[src/rtl/length_playback.sv]
// Plays a latched length out as evenly spaced, indexed pixel-enable strobes,
// then pulses done/sync for one cycle to clear the upstream length counter.
module length_playback #(
    parameter int unsigned TICK_DIV = 4
) (
    input  logic       clk,
    input  logic       nrst,
    input  logic       start,
    input  logic [6:0] curr_length,
    output logic       pixel_en,
    output logic [6:0] pixel_idx,
    output logic       busy,
    output logic       done,
    output logic       sync
);

    localparam int unsigned DivW = (TICK_DIV > 1) ? $clog2(TICK_DIV) : 1;
    localparam logic [DivW-1:0] DivMax = DivW'(TICK_DIV - 1);

    typedef enum logic [1:0] {StIdle, StRun, StDone} state_e;

    state_e          state_q, state_d;
    logic [6:0]      len_q, len_d;
    logic [6:0]      idx_q, idx_d;
    logic [DivW-1:0] div_q, div_d;
    logic            tick;

    assign tick = (state_q == StRun) && (div_q == DivMax);

    always_comb begin
        state_d = state_q;
        len_d   = len_q;
        idx_d   = idx_q;
        div_d   = div_q;
        unique case (state_q)
            StIdle: begin
                if (start) begin
                    if (curr_length != 7'd0) begin
                        len_d   = curr_length;
                        idx_d   = 7'd0;
                        div_d   = '0;
                        state_d = StRun;
                    end else begin
                        state_d = StDone;
                    end
                end
            end
            StRun: begin
                div_d = (div_q == DivMax) ? '0 : div_q + DivW'(1);
                if (tick) begin
                    // len_q is never 0 here, so len_q - 1 cannot underflow.
                    if (idx_q == len_q - 7'd1) begin
                        state_d = StDone;
                    end else begin
                        idx_d = idx_q + 7'd1;
                    end
                end
            end
            StDone: begin
                state_d = StIdle;
            end
            default: begin
                state_d = StIdle;
            end
        endcase
    end

    always_ff @(posedge clk or negedge nrst) begin
        if (!nrst) begin
            state_q <= StIdle;
            len_q   <= 7'd0;
            idx_q   <= 7'd0;
            div_q   <= '0;
        end else begin
            state_q <= state_d;
            len_q   <= len_d;
            idx_q   <= idx_d;
            div_q   <= div_d;
        end
    end

    assign pixel_en  = tick;
    assign pixel_idx = idx_q;
    assign busy      = (state_q != StIdle);
    assign done      = (state_q == StDone);
    assign sync      = (state_q == StDone);

endmodule

[config.mk]
export PLATFORM = sky130hd
export DESIGN_NAME = length_playback
export DESIGN_NICKNAME = d
export VERILOG_FILES = /design/src/rtl/length_playback.sv
export SDC_FILE = /design/constraint.sdc
export NUM_CORES = 1
export LEC_CHECK = 0
export BUFFER_PORTS_ARGS = -buffer_cell sky130_fd_sc_hd__buf_2
export CELL_PAD_IN_SITES_DETAIL_PLACEMENT = 0
export CELL_PAD_IN_SITES_GLOBAL_PLACEMENT = 1
export CORE_UTILIZATION = 41
export DETAILED_ROUTE_END_ITERATION = 10
export PLACE_DENSITY = 0.78
export SLEW_MARGIN = 5
export SYNTH_ARGS = -nofsm -noshare
export SYNTH_HDL_FRONTEND = slang
export SYNTH_SLANG_ARGS = --single-unit
[constraint.sdc]
create_clock -name clk -period 2.89 [get_ports clk]
set_clock_uncertainty 0.05 [all_clocks]
set_input_delay 0.4335 -clock clk [delete_from_list [all_inputs] [get_ports clk]]
set_output_delay 0.4335 -clock clk [all_outputs]
set_load 0.02 [all_outputs]
# Word-level counts from Yosys, hierarchy flattened
# Index checks and enable logic that the tools add are counted.
[word_totals] out_inout_bits=11 input_bits=10 elab_cells=39 regBits=18
[classes] muxes=14 n_reduce_logical=9 add_sub_neg=3 eq_ne=9
[op_table] cell="$mux W7" count=4
[op_table] cell="$mux W2" count=7
[op_table] cell="$pmux W7 S2" count=1
[op_table] cell="$reduce_and A3 Y1" count=3
[op_table] cell="$ne A2 B2 Y1 const B" count=4
[op_table] cell="$pmux W2 S2" count=2
[op_table] cell="$add A7 B1 Y7 const B" count=1
[op_table] cell="$eq A7 B7 Y1" count=1
[op_table] cell="$reduce_bool A7 Y1" count=1
[op_table] cell="$sub A7 B1 Y7 const B" count=1
[op_table] cell="$reduce_and A5 Y1" count=1
[op_table] cell="$eq A2 B2 Y1 const B" count=2
[op_table] cell="$reduce_bool A2 Y1" count=2
[op_table] cell="$add A2 B1 Y2 const B" count=1
[op_table] cell="$eq A2 B1 Y1 const B" count=1
[op_table] cell="$logic_not A2 Y1" count=1
[op_table] cell="$ne A2 B1 Y1 const B" count=1
[op_table] cell="$logic_and A1 B1 Y1" count=1

# Longest topological paths before layout
# Gate-level depths: netlist of the first run.
[depth] depth_word=5 depth_mapped=9 depth_no_buf=8

# Worst setup path before layout of the first run
# Ideal clock, no wire load.
[synth_timing] kind="register to register" startpoint="register len_q[0]" endpoint="register idx_q[6], in the netlist pixel_idx[6]" setup_slack_ns=0.767 setup_time_ns=0.080 arrival_ns=1.993 required_ns=2.760 path_stages_with_launch=9 synth_period_minus_slack_ns=2.123 n_path_buf=0 path_cell_list="dfrtp_1 > inv_1 > ha_1 > nand2b_1 > a21o_1 > a32oi_1 > a2111oi_4 > or4_1 > a21oi_1"
[synth_via] elab_chain_cells=4
[synth_rtl] item="start: declaration" line_no="23" text="logic [6:0] len_q, len_d;"
[synth_rtl] item="start signal: assignment" line_no="76" text="len_q <= len_d;"
[synth_rtl] item="$sub A7 B1 Y7" line_no="52" text="if (idx_q == len_q - 7'd1) begin"
[synth_rtl] item="$eq A7 B7 Y1" line_no="52"
[synth_rtl] item="$ne A2 B2 Y1 (no line)"
[synth_rtl] item="$reduce_and A5 Y1 (no line)"
[synth_rtl] item="end signal: assignment" line_no="77" text="idx_q <= idx_d;"
[synth_rtl] item="end: declaration" line_no="24" text="logic [6:0] idx_q, idx_d;"
# No other way between the ends.
# A chain may end at the register's enable or synchronous reset.

# Worst setup path after layout of the first run
[layout_timing] startpoint="register len_q[0]" endpoint="register idx_q[0], in the netlist pixel_idx[0]"
# The elaborated chain is that of the path after synthesis.

==> flow_summary.ini, run 1 <==
[clocking]
cts.path.max_buffers = 2
htree_levels = 1
numClockSinks = 18
cts.repair.resized = 0
cts_tree = yes
cts_setup_buffers = 0
worstSkewPairLatency_ns = 0.30
hold_buffers = 0
root_buffer = clkbuf_4
cts-buffers-inserted = 3
clk_pin_slew_ns = 0.10

[logic_synthesis]
seq_area_frac_synth = 0.409
ys_ff_latch = 18
ys.flop_type = dfrtp_1
synth_compound_area_frac = 0.190
synth-simple-area-share = 0.224
syn_area_um2 = 1100
synthMuxAreaShare = 0.0500
synth-edff-count = 0
synth_xor_xnor_area_share = 0.0477
synth_top_family_by_area = simple AND/OR/NAND/NOR gates
synth.distinct_cells = 43
synth_fa_ha_area_frac = 0.0341
ys_async_sr_fraction = 1.00
yosys_warnings = 0
avgSynthCellArea_um2 = 9.92
syn_nets = 124
syn_inst = 111

[sta]
holdWs_ns = 0.00256
setup_viol = 0
setup_tns_ns = 0
slew_headroom = 0.658
tightest_slew_ns = 0.513
slew_violations = 0
finalHoldViolCount = 0
fmax_ghz = 0.427
layout_min_cycle_time_ns = 2.34
fin_ws_ns = 0.551
rsz0062_at_grt = false
period_share = 0.809

[floorplan]
initial_core_util = 0.440
fp.dieW_um = 53.8
rows = 18
core_um2 = 2500
die_h_um = 53.8
ios = 21
dieArea_um2 = 2900

[final_layout]
n_antenna_cell = 0
post-route-util = 0.502
fillers = 247
layout_common_cells = 20 x buf_2, 18 x dfrtp_1, 14 x nand2_1
fin_nets = 146
multi_input_area_um2 = 601
mostFrequentLayoutCell = buf_2
register_area_um2 = 450
drive_gt1_frac = 0.273
final_cells = 162
syn2layout_area_growth_pct = 14.0

[critical_path]
path_max_fanout = 9
cp_cell_sequence = inv_1 > ha_1 > nand2b_4 > nor4_1 > xnor2_1 > a2111oi_4 > buf_4 > o21bai_1 > a21boi_1
end_kind = flop
critPathBufInv = 2
reg2reg_setup_slack_ns = 0.55
cp_top_family = compound AO/OA/AOI/OAI gates
crit_type = reg2reg
cp_slowest_cell = a2111oi_4
startpoint_type = flop
crit_required_ns = 3.02
crit_arrival_ns = 2.47
critPathMaxStageDelay_ns = 0.55

[run_status]
status = finished, final reports clean

[global_routing]
grt_pass1_wl_mm = 3.78
grt_overflow_total = 0
grt_pass1_vias = 869
antenna_found_initial = 0
grt_usage = 0.188
grt_max_degree = 19

[job]
max_cap_viol_count = 0

[pwr]
p_switching_mw = 0.560
power_density_nw_per_um2 = 1020
p_sw_frac = 0.439
p_clk_frac = 0.123
power_leakage_nw = 0.541
seq_power_share = 0.388
peakVddDrop_v = 0.000564
combinationalPowerShare = 0.488
internal_power_mw = 0.717

[placed_design]
gp_congestion = 0.734
post-dp-hpwl_mm = 1.75
pre_cts_slack_ns = 0.571
io_buffer_count = 20
dp_cells = 158

[detailed_routing]
drt-wirelength-per-cell_um = 13.8
drt-total-wl_mm = 2.24
drtIter0Drc = 8
vias = 896
route.detailed.drc = 0
viasPerCell = 5.53
first_pass_iters = 4
drtAntennaViolNets = 0

[hold_path]
hp-class = in2async
registers in the layout, indices dropped and copies added, names as in the netlist:
| register | cells |
|---|---|
| state_q | 2 |
| len_q | 7 |
| pixel_idx | 7 |
| div_q | 2 |
power groups by stage:
| stage | sequential, mW | combinational [mW] | clock, mW |
|---|---|---|---|
| final | 0.496 | 0.624 | 0.158 |
| after global routing | 0.514 | 0.694 | 0.180 |
| after CTS | 0.498 | 0.634 | 0.164 |
| after detailed placement | 0.503 | 0.632 | 0 |
| after global placement | 0.500 | 0.615 | 0 |
| after floorplan | 0.491 | 0.488 | 0 |
layer usage:
layer / vias up / wire (µm) / global-route usage
met1: 437 / 954 / 0.207
met4: 0 / 31 / 0.0789
li1: 448 / - / -
met2: 7 / 1220 / 0.346
met3: 4 / 37 / 0.0339
met5: - / 0 / 0
cell families after synthesis:
logic type | Yosys count
AND/OR/NAND/NOR | 42
AO/OA/AOI/OAI | 27
flip-flops | 18
buffers and inverters | 10
XOR/XNOR | 6
multiplexers | 5
adder cells (fa/ha/maj) | 3
per-stage QoR:
stage	instance area [µm²]	power [mW]
5_1_grt	1250	1.39
3_3_place_gp	1220	1.12
3_5_place_dp	1220	1.13
2_1_floorplan	1100	0.979
6_report	1250	1.28
4_1_cts	1250	1.30
final timing paths:
| kind | startpoint | endpoint | cells after the start |
|---|---|---|---|
| min in group clk | curr_length[1] | len_q[1] | 3 |
| min | nrst | pixel_idx[3] | 1 |
| max reg2reg | len_q[0] | pixel_idx[0] | 9 |
| max in group asynchronous | nrst | len_q[4] | 1 |
| min reg2reg | div_q[0] | div_q[0] | 1 |
| max | len_q[0] | pixel_idx[0] | 9 |
cell usage after synthesis (all sizes together) (2+ instances only):
cell type | instances | area, µm²
dfrtp | 18 | 450
nand2 | 14 | 52.6
o21ai | 7 | 35.0
a21oi | 5 | 25.0
inv | 5 | 18.8
nand3 | 5 | 25.0
buf | 4 | 27.5
mux2 | 4 | 45.0
nor3 | 4 | 31.3
o31ai | 4 | 43.8
xnor2 | 4 | 35.0
ha | 3 | 37.5
nand2b | 3 | 26.3
o211ai | 3 | 22.5
or3 | 3 | 18.8
a21o | 2 | 15.0
nand4 | 2 | 12.5
nor2b | 2 | 12.5
nor4 | 2 | 12.5
xor2 | 2 | 17.5
layout make-up:
| type | count | area share |
|---|---|---|
| flip-flops and latches | 18 | 0.359 |
| repair buffers | 21 | 0.0857 |
| clock buffers | 4 | 0.0289 |
| multi-input cells | 83 | 0.479 |
| inverters | 6 | 0.0179 |
| well taps | 30 | 0.0299 |
(Power assumes the default switching activity.)
==> run 2: changes to the inputs <==
--- a/config.mk
+++ b/config.mk
@@ -8,9 +8,9 @@
 export BUFFER_PORTS_ARGS = -buffer_cell sky130_fd_sc_hd__buf_2
 export CELL_PAD_IN_SITES_DETAIL_PLACEMENT = 0
 export CELL_PAD_IN_SITES_GLOBAL_PLACEMENT = 1
-export CORE_UTILIZATION = 41
+export CORE_UTILIZATION = 37
 export DETAILED_ROUTE_END_ITERATION = 10
-export PLACE_DENSITY = 0.78
+export PLACE_DENSITY = 0.75
 export SLEW_MARGIN = 5
 export SYNTH_ARGS = -nofsm -noshare
 export SYNTH_HDL_FRONTEND = slang
==> constraint.sdc (replaced) <==
create_clock -name clk -period 1.89 [get_ports clk]
set_clock_uncertainty 0.05 [all_clocks]
set_input_delay 0.2835 -clock clk [delete_from_list [all_inputs] [get_ports clk]]
set_output_delay 0.2835 -clock clk [all_outputs]
set_load 0.02 [all_outputs]
==> run 2 against run 1 <==
The run now ends with negative setup slack left; sequential cell count stayed put; global-route usage fell by 0.077 points; cell area increased by 20%; largest power group unchanged; sequential share of layout area is 5.8 points lower; critical endpoint is now pixel_idx[6]; largest cell class unchanged; maximum frequency up 9.2%; cell count is 13% higher; hold slack better by 0.16 ns; power rose by 82%; highest routed layer unchanged.
==> flow_summary.ini, run 2 (synthesis results as in run 1) <==
[detailed_routing]
viasPerCell = 5.42
route.detailed.drc = 0
drtAntennaViolNets = 0
first_pass_iters = 4
drt-met1-wl_mm = 1.22
drtIter0Drc = 41
drt-total-wl_mm = 2.74
vias = 991
dr.max_layer_used = met4
route.met2.wl_mm = 1.38
drt-wirelength-per-cell_um = 15.0
wl_met3_um = 78

[clocking]
root_buffer = clkbuf_4
htree_levels = 1
cts_tree = yes
numClockSinks = 18
clk_pin_slew_ns = 0.11
cts-buffers-inserted = 3
worstSkewPairLatency_ns = 0.30
cts.path.max_buffers = 2

[global_routing]
antenna_found_initial = 0
grt_max_degree = 19
grt_overflow_total = 0
grt_pass1_vias = 998
grt_usage = 0.187
grt_pass1_wl_mm = 4.57

[floorplan]
initial_core_util = 0.396
core_um2 = 2780
dieArea_um2 = 3200
fp.dieW_um = 56.6
ios = 21
die_h_um = 56.6
rows = 19

[sta]
fin_ws_ns = -0.251
rsz0062_at_grt = true
period_share = 1.13
slew_headroom = 0.710
tightest_slew_ns = 0.435
slew_violations = 0
layout_min_cycle_time_ns = 2.14
finalHoldViolCount = 0
fmax_ghz = 0.467
setup_tns_ns = -1.74
setup_viol = 9

[final_layout]
final_cells = 183
n_antenna_cell = 0
layout_common_cells = 20 x buf_2, 17 x dfrtp_1, 17 x buf_4
drive_gt1_frac = 0.434
syn2layout_area_growth_pct = 36.4
mostFrequentLayoutCell = buf_2
fin_nets = 166

[critical_path]
end_kind = flop
crit_required_ns = 2.07
crit_type = reg2reg
startpoint_type = flop
path_max_fanout = 9
crit_arrival_ns = 2.32

[pwr]
p_switching_mw = 0.991
p_sw_frac = 0.427
peakVddDrop_v = 0.000825
power_leakage_nw = 0.670
power_density_nw_per_um2 = 1550
p_clk_frac = 0.089
internal_power_mw = 1.33
combinationalPowerShare = 0.601
seq_power_share = 0.311
design_power_total_mw = 2.32

[run_status]
violations = negative setup slack
status = finished with violations

[hold_path]
hp-class = in2reg

[placed_design]
io_buffer_count = 20
post-dp-hpwl_mm = 2.07
gp_congestion = 0.779
dp_cells = 173

[job]
max_cap_viol_count = 0
==> run 2: changes by cell type in the layout (fill, tap and decap cells not counted), moves of 2 or more <==
cell     change
o21ai_2      +2
inv_2        +2
o21ai_1      -2
inv_1        -2
buf_4       +16
==> run 2: cell type report <==
class,count,area [µm²]
inverters,6,22.5
multi-input cells,83,668
well taps,31,38.8
repair buffers,41,294
clock buffers,4,26.3
flip-flops and latches,18,452
fillers,260,1280
==> run 2: metal layers <==
layer	vias up	GRT usage
li1	486	-
met1	484	0.232
met2	14	0.311
met3	7	0.0369
met4	0	0.0836
met5	-	0
==> run 2: through the flow <==
step / setup slack [ns] / instance area [µm²] / hold WS [ns] / utilization
CTS: -0.251 / 1450 / 0.156 / 0.520
global route: -0.411 / 1500 / 0.161 / 0.540
detailed placement: -0.302 / 1380 / 0.198 / 0.496
floorplan: -0.0834 / 1140 / -0.0621 / -
finish: -0.251 / 1500 / 0.161 / 0.540
global placement: -0.236 / 1380 / 0.193 / 0.496
==> run 2: repair_timing <==
item	in CTS	in global routing
setup buffers	5	1
endpoints found under the setup margin	9	9
gates resized for setup	2	6
cloned	0	1
pin swaps	5	3
hold endpoints to repair	18	0
hold buffers	1	0
==> run 2: path summary, 6_finish.rpt <==
kind	startpoint	endpoint	slack, ns	cells after the start
hold reg to reg	div_q[0]	div_q[0]	0.47	1
min in group asynchronous	nrst	pixel_idx[6]	0.39	2
max in group asynchronous	nrst	pixel_idx[5]	1.07	2
setup / recovery	len_q[0]	pixel_idx[6]	-0.25	7
hold / removal	curr_length[3]	len_q[3]	0.16	3
setup reg to reg	len_q[0]	pixel_idx[6]	-0.25	7
==> run 2: power groups by stage <==
stage	logic (mW)	clock network, mW	registers, mW
2_1_floorplan	0.825	0	0.769
3_3_place_gp	1.25	0	0.724
3_5_place_dp	1.29	0	0.736
4_1_cts	1.36	0.216	0.722
5_1_grt	1.53	0.240	0.743
6_report	1.39	0.206	0.721
==> run 2: worst max-delay path: stages (launching register included) <==
cell	delay [ns]
dfrtp_1	0.44
nor3_4	0.27
mux2i_1	0.15
o31ai_4	0.30
a2111oi_4	0.11
buf_6	0.16
or4_1	0.46
a21oi_1	0.13
